<file path="src/rtl/alu_inverse_pkg.sv">
// alu_inverse shared definitions: opcodes, FSM states, divide length.
// Optional feature macro: ALU_INVERSE_DIVZERO_EN (divide-by-zero trap).
package alu_inverse_pkg;

  localparam logic [1:0] FN_SUB = 2'b00;
  localparam logic [1:0] FN_DIV = 2'b01;
  localparam logic [1:0] FN_SHR = 2'b10;
  localparam logic [1:0] FN_UNP = 2'b11;

  localparam int DIV_ITERS = 8;
  localparam int CNT_W     = 3;

  typedef enum logic {
    S_IDLE = 1'b0,
    S_DIV  = 1'b1
  } state_t;

endpackage

</file>
<file path="src/rtl/alu_inverse_divider.sv">
// Restoring 8-by-4 divider, one quotient bit per cycle, MSB first.
// Divisor 0 yields quotient 8'hFF and remainder dividend[3:0].
module alu_inverse_divider
  import alu_inverse_pkg::*;
(
  input  logic       i_clk,
  input  logic       i_rst,
  input  logic       i_load,
  input  logic       i_step,
  input  logic [7:0] i_dividend,
  input  logic [3:0] i_divisor,
  output logic [7:0] o_quo,
  output logic [3:0] o_rem,
  output logic       o_last
);

  logic [7:0]       r_quo;
  logic [3:0]       r_rem;
  logic [3:0]       r_dvs;
  logic [CNT_W-1:0] r_cnt;

  logic [4:0] w_sh;
  logic       w_ge;
  logic [3:0] w_diff;

  // One restoring step: shift in next dividend bit, trial-subtract.
  always_comb begin
    w_sh   = {r_rem, r_quo[7]};
    w_ge   = (w_sh >= {1'b0, r_dvs});
    w_diff = w_sh[3:0] - r_dvs;
    o_rem  = w_ge ? w_diff : w_sh[3:0];
    o_quo  = {r_quo[6:0], w_ge};
    o_last = (r_cnt == CNT_W'(DIV_ITERS - 1));
  end

  // Iteration registers: load operands, then advance once per step.
  always_ff @(posedge i_clk) begin
    if (i_rst) begin
      r_quo <= '0;
      r_rem <= '0;
      r_dvs <= '0;
      r_cnt <= '0;
    end else if (i_load) begin
      r_quo <= i_dividend;
      r_rem <= '0;
      r_dvs <= i_divisor;
      r_cnt <= '0;
    end else if (i_step) begin
      r_quo <= o_quo;
      r_rem <= o_rem;
      r_cnt <= r_cnt + 1'b1;
    end
  end

endmodule

</file>
<file path="src/rtl/alu_inverse.sv">
// Accumulator ALU: subtract, iterative divide, shift right, nibble unpack.
// Optional macro ALU_INVERSE_DIVZERO_EN traps divide by zero.
module alu_inverse
  import alu_inverse_pkg::*;
(
  input  logic       Clock,
  input  logic       Reset_b,
  input  logic       Load,
  input  logic [7:0] Value,
  input  logic       Start,
  input  logic [3:0] Data,
  input  logic [1:0] Function,
  output logic [7:0] ALUout,
  output logic [3:0] Remainder,
  output logic       Borrow,
  output logic       Busy,
  output logic       Done,
  output logic       DivZero
);

  state_t     r_state;
  logic [7:0] r_acc;
  logic [3:0] r_rem;
  logic       r_borrow;
  logic       r_busy;
  logic       r_done;

  state_t     w_nstate;
  logic [7:0] w_acc;
  logic [3:0] w_rem;
  logic       w_borrow;
  logic       w_busy;
  logic       w_done;
  logic       w_dz;
  logic       w_div_load;

  logic [7:0] w_quo;
  logic [3:0] w_drem;
  logic       w_last;

`ifdef ALU_INVERSE_DIVZERO_EN
  logic r_dz;
  assign DivZero = r_dz;
`else
  assign DivZero = 1'b0;
`endif

  alu_inverse_divider u_div (
    .i_clk      (Clock),
    .i_rst      (Reset_b),
    .i_load     (w_div_load),
    .i_step     (r_state == S_DIV),
    .i_dividend (r_acc),
    .i_divisor  (Data),
    .o_quo      (w_quo),
    .o_rem      (w_drem),
    .o_last     (w_last)
  );

  // Next state and next values of the accumulator and flags.
  always_comb begin
    w_nstate   = r_state;
    w_acc      = r_acc;
    w_rem      = r_rem;
    w_borrow   = r_borrow;
    w_busy     = r_busy;
    w_done     = 1'b0;
    w_div_load = 1'b0;
`ifdef ALU_INVERSE_DIVZERO_EN
    w_dz       = r_dz;
`else
    w_dz       = 1'b0;
`endif
    unique case (r_state)
      S_IDLE: begin
        if (Load) begin
          w_acc    = Value;
          w_rem    = '0;
          w_borrow = 1'b0;
          w_dz     = 1'b0;
        end else if (Start) begin
          w_dz = 1'b0;
          unique case (Function)
            FN_SUB: begin
              w_acc    = r_acc - {4'h0, Data};
              w_borrow = (r_acc < {4'h0, Data});
              w_done   = 1'b1;
            end
            FN_SHR: begin
              w_acc  = Data[3] ? 8'h00 : (r_acc >> Data[2:0]);
              w_done = 1'b1;
            end
            FN_UNP: begin
              w_acc  = {4'h0, r_acc[7:4]};
              w_rem  = r_acc[3:0];
              w_done = 1'b1;
            end
            FN_DIV: begin
`ifdef ALU_INVERSE_DIVZERO_EN
              if (Data == 4'h0) begin
                w_dz   = 1'b1;
                w_done = 1'b1;
              end else begin
                w_div_load = 1'b1;
                w_busy     = 1'b1;
                w_nstate   = S_DIV;
              end
`else
              w_div_load = 1'b1;
              w_busy     = 1'b1;
              w_nstate   = S_DIV;
`endif
            end
            default: ;
          endcase
        end
      end
      S_DIV: begin
        if (w_last) begin
          w_acc    = w_quo;
          w_rem    = w_drem;
          w_busy   = 1'b0;
          w_done   = 1'b1;
          w_nstate = S_IDLE;
        end
      end
      default: w_nstate = S_IDLE;
    endcase
  end

  // State register with synchronous reset.
  always_ff @(posedge Clock) begin
    if (Reset_b) r_state <= S_IDLE;
    else         r_state <= w_nstate;
  end

  // Accumulator and flag registers.
  always_ff @(posedge Clock) begin
    if (Reset_b) begin
      r_acc    <= '0;
      r_rem    <= '0;
      r_borrow <= 1'b0;
      r_busy   <= 1'b0;
      r_done   <= 1'b0;
    end else begin
      r_acc    <= w_acc;
      r_rem    <= w_rem;
      r_borrow <= w_borrow;
      r_busy   <= w_busy;
      r_done   <= w_done;
    end
  end

`ifdef ALU_INVERSE_DIVZERO_EN
  // Divide-by-zero flag, cleared by the next accepted Start or Load.
  always_ff @(posedge Clock) begin
    if (Reset_b) r_dz <= 1'b0;
    else         r_dz <= w_dz;
  end
`endif

  assign ALUout    = r_acc;
  assign Remainder = r_rem;
  assign Borrow    = r_borrow;
  assign Busy      = r_busy;
  assign Done      = r_done;

endmodule

</file>
<file path="config.mk">
export PLATFORM = sky130hd
export DESIGN_NAME = alu_inverse
export DESIGN_NICKNAME = d
export VERILOG_FILES = /design/src/rtl/alu_inverse_pkg.sv /design/src/rtl/alu_inverse_divider.sv /design/src/rtl/alu_inverse.sv
export SDC_FILE = /design/constraint.sdc
export NUM_CORES = 1
export LEC_CHECK = 0
export BUFFER_PORTS_ARGS = -buffer_cell sky130_fd_sc_hd__buf_2
export CAP_MARGIN = 20
export CORE_ASPECT_RATIO = 2
export CORE_UTILIZATION = 40
export CTS_BUF_LIST = sky130_fd_sc_hd__clkbuf_2 sky130_fd_sc_hd__clkbuf_4 sky130_fd_sc_hd__clkbuf_8
export CTS_CLUSTER_SIZE = 25
export DETAILED_ROUTE_END_ITERATION = 16
export GPL_ROUTABILITY_DRIVEN = 0
export GPL_TIMING_DRIVEN = 0
export PLACE_DENSITY = 0.64
export SLEW_MARGIN = 20
export SYNTH_ARGS = -nofsm -noshare
export SYNTH_HDL_FRONTEND = slang
export SYNTH_HIERARCHICAL = 1
export SYNTH_SLANG_ARGS = --single-unit
export TNS_END_PERCENT = 20
</file>
<file path="constraint.sdc">
create_clock -name Clock -period 3.6 [get_ports Clock]
set_input_delay 0 -clock Clock [delete_from_list [all_inputs] [get_ports Clock]]
set_output_delay 0 -clock Clock [all_outputs]
set_load 0.03 [all_outputs]
</file>
Word-level counts from Yosys, hierarchy flattened
Cells that the tools add are included.
{ "classes": {"bitwise": 1, "reduce_logical": 10, "multipliers": 0, "addsub": 3, "order_cmp": 2, "div": 0, "n_eq_ne": 11, "n_mux": 33, "shifts": 1} }
{ "ops": {"columns": ["cell", "count"], "rows": [
  ["2-to-1 mux 8 bit", 6],
  ["one-hot mux 8 bit (3 select lines)", 1],
  ["2-to-1 mux 4 bit", 5],
  ["2-to-1 mux 1 bit", 16],
  ["one-hot mux 8 bit (2 select lines)", 1],
  ["AND reduction 3 bit", 3],
  ["less-than comparator 8 x 4 -> 1 bit", 1],
  ["one-hot mux 4 bit (2 select lines)", 1],
  [">> shifter 8 x 3 -> 8 bit", 1],
  ["subtractor 8 x 4 -> 8 bit", 1],
  ["one-hot mux 1 bit (2 select lines)", 3],
  ["nonzero test 2 bit", 3],
  ["greater-or-equal comparator 5 x 4 -> 1 bit", 1],
  ["!= test 5 x 2 -> 1 bit (second input constant)", 1],
  ["== test 2 bit (second input constant)", 2],
  ["!= test 2 x 1 -> 1 bit (second input constant)", 2],
  ["!= test 2 bit (second input constant)", 2],
  ["AND reduction 4 bit", 1],
  ["subtractor 4 bit", 1],
  ["adder 3 x 1 -> 3 bit (second input constant)", 1],
  ["== test 3 bit (second input constant)", 1],
  ["!= test 3 x 2 -> 1 bit (second input constant)", 1],
  ["!= test 3 bit (second input constant)", 1],
  ["OR reduction 3 bit", 1],
  ["4 further kinds", 4]
]} }
{ "totals": {"out_inout_bits": 16, "mem_bits_rw": 0, "inputBits": 18, "word_cells": 71, "mem_count": 0, "rom_bits": 0, "regBits": 35, "latch_bits": 0} }

Logic depth before layout (Yosys ltp)
{ "depth": {"word_depth": 6, "mapped_depth": 10} }

Hierarchy
Netlist, hierarchy kept.
{ "modules_own_cells": {"columns": ["module", "area_per_inst_um2", "instances", "cells_each", "seq_area_each_um2"], "rows": [
  ["alu_inverse", 1391.3, 1, 179, 320.3],
  ["alu_inverse_divider", 1104.8, 1, 131, 380.4]
]} }

Worst setup path before layout
No wires, ideal clock.
{ "synth_timing": {"kind": "register -> register", "startpoint": "reg r_acc[0], in the netlist ALUout[0]", "endpoint": "reg r_acc[6], in the netlist ALUout[6]", "setup_slack_ns": 1.455, "t_arrival_ns": 2.028, "path_buffers": 0, "stages_incl_launch_ff": 10, "path_cell_list": "dfxtp_1 > inv_1 > ha_1 > inv_1 > fa_1 > a21o_1 > a211oi_1 > xnor2_1 > o221ai_1 > a32o_1"} }
{ "synth_via": {"elab_chain_len": 6, "elab_cells_between_ends": 7, "classes_between": "1 x add/sub; 1 x shift; 5 x mux"} }
{ "synth_lines": {"columns": ["item", "line", "rtl"], "rows": [
  ["from (decl)", "alu_inverse.sv:22", "logic [7:0] r_acc;"],
  ["from (signal assigned)", "alu_inverse.sv:146", "r_acc <= w_acc;"],
  ["parallel branches: the longest is 2 deep, another holds subtractor 8 x 4 -> 8 bit", null, null],
  ["one-hot mux 8 bit (3 select lines) *", "alu_inverse.sv:83", "unique case (Function)"],
  ["2-to-1 mux 8 bit *", "alu_inverse.sv:81", "end else if (Start) begin"],
  ["2-to-1 mux 8 bit *", "alu_inverse.sv:76", "if (Load) begin"],
  ["one-hot mux 8 bit (2 select lines) *", "alu_inverse.sv:74", "unique case (r_state)"]
]} }
Mark *: on every way between the ends. The select of a mux whose other input is x is not followed.
A chain may end at the register's enable or synchronous reset.

Final worst setup path
{ "layout_timing": {"startpoint": "in Data[1]", "endpoint": "reg r_acc[6], in the netlist ALUout[6]"} }
{ "layout_via": {"elab_chain_len": 6, "elab_cells_between_ends": 7, "classes_between": "1 x add/sub; 1 x shift; 5 x mux"} }
{ "layout_lines": {"columns": ["item", "line", "rtl"], "rows": [
  ["from (decl)", "alu_inverse.sv:11", "input logic [3:0] Data,"],
  ["parallel branches: the longest is 2 deep, another holds subtractor 8 x 4 -> 8 bit", null, null],
  ["one-hot mux 8 bit (3 select lines) *", "alu_inverse.sv:83", null],
  ["2-to-1 mux 8 bit *", "alu_inverse.sv:81", null],
  ["2-to-1 mux 8 bit *", "alu_inverse.sv:76", null],
  ["one-hot mux 8 bit (2 select lines) *", "alu_inverse.sv:74", null]
]} }
Marked as above.

==> impl_metrics.json <==
{
  "status": "complete, but fails checks",
  "violations": "DRC",
  "grt_overflow_total": 0,
  "regToRegStartpoint": "r_state",
  "rsz0062_at_grt": "false",
  "final_util_pct": 47.4,
  "rr_endpoint": "u_div/r_rem[3]",
  "grt_pass1_vias": 2360,
  "wl_per_cell_microns": 18.4,
  "clk_pin_slew_ps": 70,
  "slew_viol_final": 0,
  "top_level_ports": 34,
  "postSynthAreaPerCell_sq_um": 8.05,
  "end_kind": "register",
  "synth_flop_cell": "dfxtp_1",
  "cts_sinks": 35,
  "syn_nets": 340,
  "drt_iter0_drc": 96,
  "antenna_found_initial": 0,
  "viasPerCell": 5.94,
  "cts-root-buf": "clkbuf_8",
  "p_seq_share_pct": 43.2,
  "skew_ps": 3.12,
  "yosysWarnings": 6,
  "die-area_sq_um": 6580,
  "synth_area_sq_um": 2500,
  "period_share_pct": 69.8,
  "setup.worst_path.class": "input port to register",
  "cap_violations": 0,
  "antenna_cells": 0,
  "ys_ff_latch": 35,
  "cts_buffers": 5,
  "grt_pass1_wl_microns": 11900,
  "clkPwrFrac_pct": 29.0,
  "cts-resized-gates": 0,
  "p_comb_share_pct": 27.8,
  "syn_to_final_growth_pct": 13.9,
  "setup_viol": 0,
  "port_buffers": 30,
  "r2r_cells": 9,
  "cts_buffer_depth": 2,
  "hold_viol": 0,
  "synth.distinct_cells": 55,
  "ir_drop_mv": 0.177,
  "drive_gt1_share_pct": 18.8,
  "p_int_uw": 655,
  "rrSetupSlack_ps": 1140,
  "max-slew-margin-rel_pct": 59.4,
  "startpoint": "Data[1]",
  "start_util_pct": 41.6,
  "startpoint_type": "input port",
  "drc": 3,
  "tritoncts": "yes",
  "instances_no_fill": 414,
  "swShare_pct": 35.7,
  "finalNetCount": 380,
  "async_reset_ff_share_pct": 0,
  "hp-start": "Data[0]",
  "post-place-cells": 403,
  "min_period_ps": 2510,
  "syn-instance-count": 310,
  "power_per_cell_area_nw_per_um2": 358,
  "setup_tns_ps": 0,
  "power_leakage_nw": 1.17,
  "drt-pass1-iter-count": 10,
  "drtAntennaViolNets": 0,
  "place_area_sq_um": 2730,
  "die_h_microns": 114,
  "place_ws_ps": 1210,
  "synth_edf_count": 0,
  "vias": 2458,
  "core-area_sq_um": 6010,
  "worstPathArrival_ps": 2710,
  "ys_seq_area_share_pct": 28.1,
  "dp_hpwl_microns": 5970,
  "hold_depth": 3,
  "tightest_slew_ps": 602,
  "min_path_type": "input port to register",
  "die_w_microns": 57.9,
  "htree_levels": 2,
  "grt_usage_pct": 24.0,
  "grt_max_degree": 13,
  "switching_power_uw": 363,
  "crit_path_end": "ALUout[6]",
  "design_area_sq_um": 2840,
  "layout_setup_ws_ps": 1090,
  "insertion_delay_ps": 300,
  "drt_wl_total_microns": 7620,
  "rows": 40,
  "worst-path-max-fanout": 8,
  "max_freq_ghz": 0.398,
  "required_ps": 3800
}
-- worst max-delay path: stages --
cell           delay, ps
dlygate4sd3_1        520
buf_2                110
clkbuf_1             320
inv_1                240
fa_1                 500
a21o_1               210
a211oi_1             290
xnor2_1              150
o221ai_1             130
a32o_1               230
-- worst min path at each step --
stage                                 to  slack (ps)
after floorplan           u_div/r_quo[3]          70
after global routing      u_div/r_dvs[0]          50
after detailed placement  u_div/r_quo[3]         260
after CTS                 u_div/r_dvs[0]          30
after global placement    u_div/r_quo[3]         260
final                     u_div/r_dvs[0]          30
-- layout by cell type, fill, tap and decap left out, types with 7 or more instances in the layout --
cell type	instances
nand3_1	12
a211oi_1	7
buf_4	9
inv_1	19
nand2_1	14
ha_1	10
nor3_1	11
mux2i_1	20
nor2_1	36
buf_2	36
a21oi_1	29
dfxtp_1	35
o21ai_0	10
o22ai_1	7
clkbuf_1	9
-- routing by layer --
| metal | GRT usage, % | vias to the layer above | part of all wire (%) | wire length (microns) |
|---|---|---|---|---|
| li1 | - | 1199 | - | - |
| met1 | 24.3 | 1168 | 37 | 2780 |
| met2 | 43.8 | 65 | 55 | 4160 |
| met3 | 3.06 | 26 | 3.3 | 253 |
| met4 | 16.2 | 0 | 5.6 | 424 |
| met5 | 0 | - | 0 | 0 |
-- registers in the layout, indices dropped and copies added, names as in the netlist --
signal and flops:
u_div/r_cnt 3, ALUout 8, Done 1, u_div/r_quo 8
u_div/r_rem 4, Busy 1, Remainder 4, r_state 1
Borrow 1, u_div/r_dvs 4
-- per-stage QoR --
step	total power, mW	hold WS (ps)
floorplan	0.639	72.4
global placement	0.725	256
detailed placement	0.727	258
CTS	1.03	30.4
global route	1.07	47.6
finish	1.02	29.9
-- what timing repair did --
item	CTS	global route
setup buffers	0	0
hold endpoints to repair	4	0
hold buffers	3	0
-- kinds of logic after synthesis --
kind of cell	after synthesis	synth area share (%)
fa+ha+maj	12	6.62
simple gates	99	19.5
buf+inv	45	8.72
mux	23	10.7
flops	35	28.1
xor+xnor	6	2.11
other cells	1	0.150
compound gates	89	24.1
-- synthesized netlist by cell type (2+ instances only) --
library cell | number | share of area, %
a211oi_1 | 7 | 2.1
a21o_1 | 3 | 0.90
a21oi_1 | 29 | 5.8
a221oi_1 | 2 | 0.70
a31oi_1 | 3 | 0.75
a32o_1 | 3 | 1.2
buf_2 | 6 | 1.2
buf_4 | 9 | 2.7
clkbuf_1 | 9 | 1.4
dfxtp_1 | 35 | 28
fa_1 | 2 | 1.6
ha_1 | 10 | 5.0
inv_1 | 19 | 2.9
mux2i_1 | 20 | 8.0
mux4_2 | 3 | 2.7
nand2_1 | 14 | 2.1
nand2b_1 | 2 | 0.50
nand3_1 | 12 | 2.4
nand4_1 | 3 | 0.75
nor2_1 | 36 | 5.4
nor2b_1 | 4 | 1.0
nor3_1 | 11 | 2.2
nor3b_1 | 3 | 0.90
nor4b_1 | 2 | 0.70
o2111ai_1 | 2 | 0.70
o211ai_1 | 2 | 0.60
o21a_1 | 2 | 0.60
o21ai_0 | 10 | 2.0
o21ai_1 | 3 | 0.60
o221ai_1 | 2 | 0.70
o22ai_1 | 7 | 1.8
o311ai_0 | 2 | 0.70
or2_1 | 3 | 0.75
or3_1 | 4 | 1.0
xnor2_1 | 6 | 2.1
-- power groups by stage --
stage	clock (mW)	sequential, mW	combinational [mW]
after floorplan	0	0.463	0.175
after CTS	0.306	0.439	0.283
after global routing	0.318	0.442	0.308
after global placement	0	0.448	0.277
final	0.295	0.440	0.283
after detailed placement	0	0.448	0.279
-- layout make-up --
type / count / area (sq um)
inverter: 19 / 71.3
clock buffer: 5 / 68.8
fill: 637 / 3160
tap: 63 / 78.8
buffer: 26 / 146
timing repair buffer: 33 / 180
multi-input combinational: 230 / 1580
clock inverter: 3 / 20.0
sequential: 35 / 701
No activity file was read; power rests on OpenSTA's default activity.
